**config.mk**
```make
export PLATFORM = sky130hd
export DESIGN_NAME = aes_access_arbiter_flat
export DESIGN_NICKNAME = d
export VERILOG_FILES = /design/src/rtl/aes_access_arbiter_if.sv /design/src/rtl/aes_access_arbiter.sv /design/src/flat_wrapper.sv
export SDC_FILE = /design/constraint.sdc
export NUM_CORES = 2
export LEC_CHECK = 0
export CORE_AREA = 2 2 548 550
export DETAILED_ROUTE_END_ITERATION = 8
export DIE_AREA = 0 0 550 552
export PLACE_DENSITY_LB_ADDON = 0.08
export SETUP_SLACK_MARGIN = 0.2
export SLEW_MARGIN = 20
export SYNTH_ARGS = -nofsm -noshare
export SYNTH_HDL_FRONTEND = slang
export SYNTH_SLANG_ARGS = --single-unit
```
**constraint.sdc**
```tcl
create_clock -name clk -period 23.4 [get_ports clk]
set_input_delay 2.34 -clock clk [delete_from_list [all_inputs] [get_ports clk]]
set_output_delay 2.34 -clock clk [all_outputs]
set_load 0.1 [all_outputs]
```
**src/rtl/aes_access_arbiter_if.sv**
```systemverilog
// Bus bundle between the AES access arbiter, its two requesters, the AES core
// and the scan-test controller.
interface aes_access_arbiter_if;
  logic         req0, encdec0, keylen0, ack0;
  logic [255:0] key0;
  logic [127:0] block0;
  logic         req1, encdec1, keylen1, ack1;
  logic [255:0] key1;
  logic [127:0] block1;
  logic [127:0] result;
  logic         core_init, core_next, core_encdec, core_keylen;
  logic [255:0] core_key;
  logic [127:0] core_block;
  logic         core_ready, core_result_valid;
  logic [127:0] core_result;
  logic         test_req, test_grant, key_scrub;

  modport slave (
    input  req0, encdec0, keylen0, key0, block0,
    input  req1, encdec1, keylen1, key1, block1,
    output ack0, ack1, result,
    output core_init, core_next, core_encdec, core_keylen, core_key, core_block,
    input  core_ready, core_result_valid, core_result,
    input  test_req,
    output test_grant, key_scrub
  );

  modport master (
    output req0, encdec0, keylen0, key0, block0,
    output req1, encdec1, keylen1, key1, block1,
    input  ack0, ack1, result,
    input  core_init, core_next, core_encdec, core_keylen, core_key, core_block,
    output core_ready, core_result_valid, core_result,
    output test_req,
    input  test_grant, key_scrub
  );
endinterface

```
**src/rtl/aes_access_arbiter.sv**
```systemverilog
// Two-requester round-robin arbiter in front of a single AES core, with key
// caching and a key-scrubbing entry/exit path for scan test.
module aes_access_arbiter (
  input logic             clk,
  input logic             reset_n,
  aes_access_arbiter_if.slave bus
);
  typedef enum logic [3:0] {
    IDLE, KEYINIT, WAIT_KEY, NEXT, WAIT_RES, DONE, SCRUB, WAIT_SCRUB, TEST
  } state_t;

  state_t state, state_nxt;
  logic   first;

  logic [1:0]        req, encdec, keylen;
  logic [1:0][255:0] key;
  logic [1:0][127:0] block;

  logic         gnt, last_gnt, pick, hit;
  logic         job_encdec, job_keylen;
  logic [255:0] job_key;
  logic [127:0] job_block;
  logic         key_valid, key_len_q;
  logic [255:0] key_q;
  logic [127:0] result_q;

  logic       grant, key_set, res_load, scrubbing;
  logic       core_init, core_next, test_grant, key_scrub;
  logic [1:0] ack;

  assign req    = {bus.req1, bus.req0};
  assign encdec = {bus.encdec1, bus.encdec0};
  assign keylen = {bus.keylen1, bus.keylen0};
  assign key    = {bus.key1, bus.key0};
  assign block  = {bus.block1, bus.block0};

  // On a tie the requester not served last wins; last_gnt resets to 1 so 0 wins first.
  assign pick = (req == 2'b11) ? ~last_gnt : req[1];
  assign hit  = key_valid && (key[pick] == key_q) && (keylen[pick] == key_len_q);

  always_ff @(posedge clk or posedge reset_n) begin
    if (reset_n) begin
      state <= IDLE;
      first <= 1'b0;
    end else begin
      state <= state_nxt;
      // Wait states ignore core_ready on the cycle they are entered.
      first <= (state_nxt != state);
    end
  end

  always_comb begin
    state_nxt  = state;
    grant      = 1'b0;
    key_set    = 1'b0;
    res_load   = 1'b0;
    core_init  = 1'b0;
    core_next  = 1'b0;
    ack        = 2'b00;
    test_grant = 1'b0;
    key_scrub  = 1'b0;
    case (state)
      IDLE: begin
        if (bus.test_req) state_nxt = SCRUB;
        else if (|req) begin
          grant     = 1'b1;
          state_nxt = hit ? NEXT : KEYINIT;
        end
      end
      KEYINIT: begin
        core_init = 1'b1;
        state_nxt = WAIT_KEY;
      end
      WAIT_KEY: begin
        if (!first && bus.core_ready) begin
          key_set   = 1'b1;
          state_nxt = NEXT;
        end
      end
      NEXT: begin
        core_next = 1'b1;
        state_nxt = WAIT_RES;
      end
      WAIT_RES: begin
        if (!first && bus.core_ready && bus.core_result_valid) begin
          res_load  = 1'b1;
          state_nxt = DONE;
        end
      end
      DONE: begin
        ack[gnt]  = 1'b1;
        state_nxt = IDLE;
      end
      SCRUB: begin
        core_init = 1'b1;
        key_scrub = 1'b1;
        state_nxt = WAIT_SCRUB;
      end
      WAIT_SCRUB: begin
        key_scrub = 1'b1;
        if (!first && bus.core_ready) state_nxt = bus.test_req ? TEST : IDLE;
      end
      TEST: begin
        test_grant = 1'b1;
        if (!bus.test_req) state_nxt = SCRUB;
      end
      default: state_nxt = IDLE;
    endcase
  end

  always_ff @(posedge clk or posedge reset_n) begin
    if (reset_n) begin
      gnt        <= 1'b0;
      last_gnt   <= 1'b1;
      job_encdec <= 1'b0;
      job_keylen <= 1'b0;
      job_key    <= '0;
      job_block  <= '0;
    end else if (grant) begin
      gnt        <= pick;
      last_gnt   <= pick;
      job_encdec <= encdec[pick];
      job_keylen <= keylen[pick];
      job_key    <= key[pick];
      job_block  <= block[pick];
    end
  end

  // Key cache: loaded on KEYINIT, validated once the core finishes expansion.
  always_ff @(posedge clk or posedge reset_n) begin
    if (reset_n) begin
      key_valid <= 1'b0;
      key_len_q <= 1'b0;
      key_q     <= '0;
    end else if (state == KEYINIT) begin
      key_valid <= 1'b0;
      key_len_q <= job_keylen;
      key_q     <= job_key;
    end else if (state == SCRUB) begin
      key_valid <= 1'b0;
      key_len_q <= 1'b0;
      key_q     <= '0;
    end else if (key_set) begin
      key_valid <= 1'b1;
    end
  end

  always_ff @(posedge clk or posedge reset_n) begin
    if (reset_n)       result_q <= '0;
    else if (res_load) result_q <= bus.core_result;
  end

  assign scrubbing = (state == SCRUB) || (state == WAIT_SCRUB) || (state == TEST);

  assign bus.core_init   = core_init;
  assign bus.core_next   = core_next;
  assign bus.core_encdec = scrubbing ? 1'b0 : job_encdec;
  assign bus.core_keylen = scrubbing ? 1'b0 : job_keylen;
  assign bus.core_key    = scrubbing ? '0 : job_key;
  assign bus.core_block  = scrubbing ? '0 : job_block;
  assign bus.ack0        = ack[0];
  assign bus.ack1        = ack[1];
  assign bus.result      = result_q;
  assign bus.test_grant  = test_grant;
  assign bus.key_scrub   = key_scrub;
endmodule

```
**src/flat_wrapper.sv**
```systemverilog
// flat-port wrapper written by rule: the top's interface ports become plain ports
module aes_access_arbiter_flat 
  (clk, reset_n, bus_req0, bus_encdec0, bus_keylen0, bus_key0, bus_block0, bus_req1, bus_encdec1, bus_keylen1, bus_key1, bus_block1, bus_ack0, bus_ack1, bus_result, bus_core_init, bus_core_next, bus_core_encdec, bus_core_keylen, bus_core_key, bus_core_block, bus_core_ready, bus_core_result_valid, bus_core_result, bus_test_req, bus_test_grant, bus_key_scrub);
  aes_access_arbiter_if bus_i ();
  input logic clk;
  input logic reset_n;
  input wire logic [$bits(bus_i.req0)-1:0] bus_req0;
  input wire logic [$bits(bus_i.encdec0)-1:0] bus_encdec0;
  input wire logic [$bits(bus_i.keylen0)-1:0] bus_keylen0;
  input wire logic [$bits(bus_i.key0)-1:0] bus_key0;
  input wire logic [$bits(bus_i.block0)-1:0] bus_block0;
  input wire logic [$bits(bus_i.req1)-1:0] bus_req1;
  input wire logic [$bits(bus_i.encdec1)-1:0] bus_encdec1;
  input wire logic [$bits(bus_i.keylen1)-1:0] bus_keylen1;
  input wire logic [$bits(bus_i.key1)-1:0] bus_key1;
  input wire logic [$bits(bus_i.block1)-1:0] bus_block1;
  output wire logic [$bits(bus_i.ack0)-1:0] bus_ack0;
  output wire logic [$bits(bus_i.ack1)-1:0] bus_ack1;
  output wire logic [$bits(bus_i.result)-1:0] bus_result;
  output wire logic [$bits(bus_i.core_init)-1:0] bus_core_init;
  output wire logic [$bits(bus_i.core_next)-1:0] bus_core_next;
  output wire logic [$bits(bus_i.core_encdec)-1:0] bus_core_encdec;
  output wire logic [$bits(bus_i.core_keylen)-1:0] bus_core_keylen;
  output wire logic [$bits(bus_i.core_key)-1:0] bus_core_key;
  output wire logic [$bits(bus_i.core_block)-1:0] bus_core_block;
  input wire logic [$bits(bus_i.core_ready)-1:0] bus_core_ready;
  input wire logic [$bits(bus_i.core_result_valid)-1:0] bus_core_result_valid;
  input wire logic [$bits(bus_i.core_result)-1:0] bus_core_result;
  input wire logic [$bits(bus_i.test_req)-1:0] bus_test_req;
  output wire logic [$bits(bus_i.test_grant)-1:0] bus_test_grant;
  output wire logic [$bits(bus_i.key_scrub)-1:0] bus_key_scrub;
  assign bus_i.req0 = bus_req0;
  assign bus_i.encdec0 = bus_encdec0;
  assign bus_i.keylen0 = bus_keylen0;
  assign bus_i.key0 = bus_key0;
  assign bus_i.block0 = bus_block0;
  assign bus_i.req1 = bus_req1;
  assign bus_i.encdec1 = bus_encdec1;
  assign bus_i.keylen1 = bus_keylen1;
  assign bus_i.key1 = bus_key1;
  assign bus_i.block1 = bus_block1;
  assign bus_ack0 = bus_i.ack0;
  assign bus_ack1 = bus_i.ack1;
  assign bus_result = bus_i.result;
  assign bus_core_init = bus_i.core_init;
  assign bus_core_next = bus_i.core_next;
  assign bus_core_encdec = bus_i.core_encdec;
  assign bus_core_keylen = bus_i.core_keylen;
  assign bus_core_key = bus_i.core_key;
  assign bus_core_block = bus_i.core_block;
  assign bus_i.core_ready = bus_core_ready;
  assign bus_i.core_result_valid = bus_core_result_valid;
  assign bus_i.core_result = bus_core_result;
  assign bus_i.test_req = bus_test_req;
  assign bus_test_grant = bus_i.test_grant;
  assign bus_key_scrub = bus_i.key_scrub;
  aes_access_arbiter u_core (.clk(clk), .reset_n(reset_n), .bus(bus_i));
endmodule
```
==> results.txt <==
CP Max Fanout: 42
DR iter-0 viols: 2470
Fmax: 0.126 GHz
Leak: 24.8 nW
Most Crowded Layer GR: met2
Num ports: 1427
DIE WIDTH: 550 µm
NumNets Final: 6111
Die area: 304000 µm²
CTS root buf: clkbuf_16
Synth Instances: 3871
Ys Warns: 0
Peak VDD IR: 0.129 mV
Number of synthesized flops with an enable pin: 0
Synthesized cell area: 38000 µm²
Post-synthesis area per instance: 9.81 µm²
Post-DP Area: 56300 µm²
Clock sink total: 779
Finished Core Util: 0.202
Slowest CP cell: buf_4
Clock skew: 0.102 ns
Critical path's top delay family: buffers and inverters
Core area: 298000 µm²
Final setup viols: 0
Syn nets: 4778
Largest cells by area after synthesis: dfrtp_1 (51%), nand2_1 (6.4%), and2_1 (6.4%)
Fin. max-slew vios: 0
Clock tree buffer depth: 3
CTS Buf Count: 114
DRT Wirelength: 315000 µm
PwrDens: 198 nW/µm²
Yosys cell types: 61
Clk_lat worst skew: 0.81 ns
Post-route ant nets: 0
Fin crit period: 7.94 ns
Fill count: 33000
Area share of the largest cell type after synthesis: 0.513
Met2 demand-to-capacity share in global routing: 0.359
Largest net degree at the start of global routing: 197
GR Overflow Total: 0
Final period utilization: 0.339
HP Class: flop to flop
Mux share of post-synthesis cell area: 0.0910
Leading cell type by number of instances after synthesis: dfrtp_1
Post-synthesis compound-gate area fraction: 0.164
Vias in the first global route: 38200
Clock Pin Slew Worst Setup and Hold Paths: 0.06 ns
Final instance area: 60200 µm²
Worst path required time: 24.13 ns
Buf/Inv on CP: 4
RSZ-0062 raised after global routing: no
Adder-Cell Fraction of Synth Area: 0
H-tree level count: 3
Row count: 201
Area of the multi-input gates: 17100 µm²
Top_reg_cell synth: dfrtp_1
Top cells by count, synth: dfrtp_1 (778), nand2_1 (651), and2_1 (390)
Synth Area in XOR/XNOR: 0.0231
Crit end category: flop
RD Place Congestion: 0.864
Startpoint Class: input port
Final Hold Vio Count: 0
Max-Cap Viols: 0
Slowest stage delay, CP: 0.81 ns
Drt via density: 3.97
Starting Density: 0.127
Synth Register Bits: 779
Post-detail-place hpwl: 256000 µm
Max-slew headroom: 0.189
Run status: completed
Tot GR Track Use: 0.201
Vias: 36900
I/O Buffers: 1426
Pre-antenna DRT Iters: 6
WL/cell: 33.9 µm
Setup TNS: 0 ns
Cells along the critical path: clkdlybuf4s50_1 > a21boi_4 > buf_4 > buf_4 > buf_4 > mux2i_1 > a22oi_1 > o21ai_0 > or4_1 > nor4_1 > nand4_1 > or4_1 > o21ai_1
Die height: 552 µm
# resized after CTS: 0
Largest family of logic cells by synthesized area: simple AND/OR/NAND/NOR gates
Register area: 19500 µm²
Share of layout cells above drive strength 1: 0.101
Post-synthesis async set-or-reset flop share: 1.00
Met3 usage: 0.0677
Post-CTS Setup Inserts: 0
Setup CP Type: input port to flop
CP arrival: 8.67 ns
First-pass GRT wire length: 405000 µm
Crit-path most repeated cell: buf_4
# DRC: 0
Min Hold Slack: 0.484 ns
Synth-to-Final Area Change: 58.7%
CTS tree: built
Worst slew pin tran: 1.18 ns
Seq/Total Area, Yosys: 0.514
Dominant cell type by area after synthesis: dfrtp_1
Simple-gate share of the synthesized area: 0.170
Initial antenna violation count: 163
Hold-fix buffers, CTS: 0
Grt met1 use: 0.228
## metal layers
metal / wire length (µm) / part of all wire
met3: 25900 / 0.082
met5: 470 / 0.0015
met1: 122000 / 0.39
met2: 159000 / 0.51
met4: 7520 / 0.024
## logic make-up after synthesis
group | count (synthesis)
xor+xnor | 100
flops | 779
simple gates | 1385
buf+inv | 353
mux | 329
compound gates | 925
## worst paths after layout
path	from	endpoint	cells past startpoint	slack [ns]
max	bus_req1	u_core.state[1]$_DFF_PP0_	13	15.46
min	u_core.job_key[215]$_DFFE_PP0P_	u_core.key_q[215]$_DFFE_PP0N_	1	0.48
max reg2reg	u_core.last_gnt$_DFFE_PP1P_	u_core.state[1]$_DFF_PP0_	12	17.42
min reg2reg	u_core.job_key[215]$_DFFE_PP0P_	u_core.key_q[215]$_DFFE_PP0N_	1	0.48
max in group asynchronous	reset_n	u_core.key_q[136]$_DFFE_PP0N_	6	17.67
min in group asynchronous	reset_n	u_core.key_q[83]$_DFFE_PP0N_	2	2.04
## report_power, final
part           total, mW  internal (mW)  switching, mW
clock network       1.84           1.08          0.770
logic               7.55           1.68           5.86
registers           2.56           1.98          0.583
total               12.0           4.74           7.22
## worst reg2reg max path, cell delays in order, from the launching register on
cell and delay, ns:
dfstp_2 0.41, a21boi_4 0.62, buf_4 0.50, buf_4 0.58, buf_4 0.87, mux2i_1 0.25
a22oi_1 0.42, o21ai_0 0.16, or4_1 0.56, nor4_1 0.61, nand4_1 0.19, or4_1 0.65
o21ai_1 0.17
## registers in the layout, summed over array words and instances, names as in the netlist
signal             count
u_core.job_key       256
u_core.key_q         256
u_core.bus.result    128
u_core.job_block     128
u_core.state           4
u_core.first           1
u_core.gnt             1
u_core.job_encdec      1
u_core.job_keylen      1
u_core.key_len_q       1
u_core.key_valid       1
u_core.last_gnt        1
## cell type report
cell class                      count  share of cell area
Sequential cell                   779               0.324
Inverter                           78             0.00492
Tap cell                         3958              0.0822
Antenna cell                       32             0.00133
Multi-Input combinational cell   2739               0.284
Clock buffer                      173              0.0557
Timing Repair Buffer             1492               0.240
Clock inverter                     34             0.00866
## metrics by stage
step           power, mW  std cells  worst slack, ns
2_1_floorplan       7.47       3871            10.37
3_3_place_gp        10.3       9046            14.48
3_5_place_dp        10.3       9046            14.44
4_1_cts             12.2       9253            15.37
5_1_grt             12.5       9261            15.16
6_report            12.0       9285            15.46
## layout by cell type (no fill, tap or decap), types with 19 or more instances in the layout
cell type and n:
clkdlybuf4s50_1 1284, dfrtp_1 778, nand2_1 651, and2_1 390
o21ai_0 286, nor2_1 233, a22o_1 221, mux2i_1 201
a31oi_1 182, buf_4 176, mux2_2 128, clkbuf_16 114
inv_1 76, xnor2_1 56, a21oi_1 50, o22ai_1 45
xor2_1 41, a221oi_1 34, diode_2 32, clkbuf_1 31
clkbuf_8 28, buf_2 25, nand4_1 22, o2111ai_1 19
nor4_1 19
(Power assumes the default switching activity.)
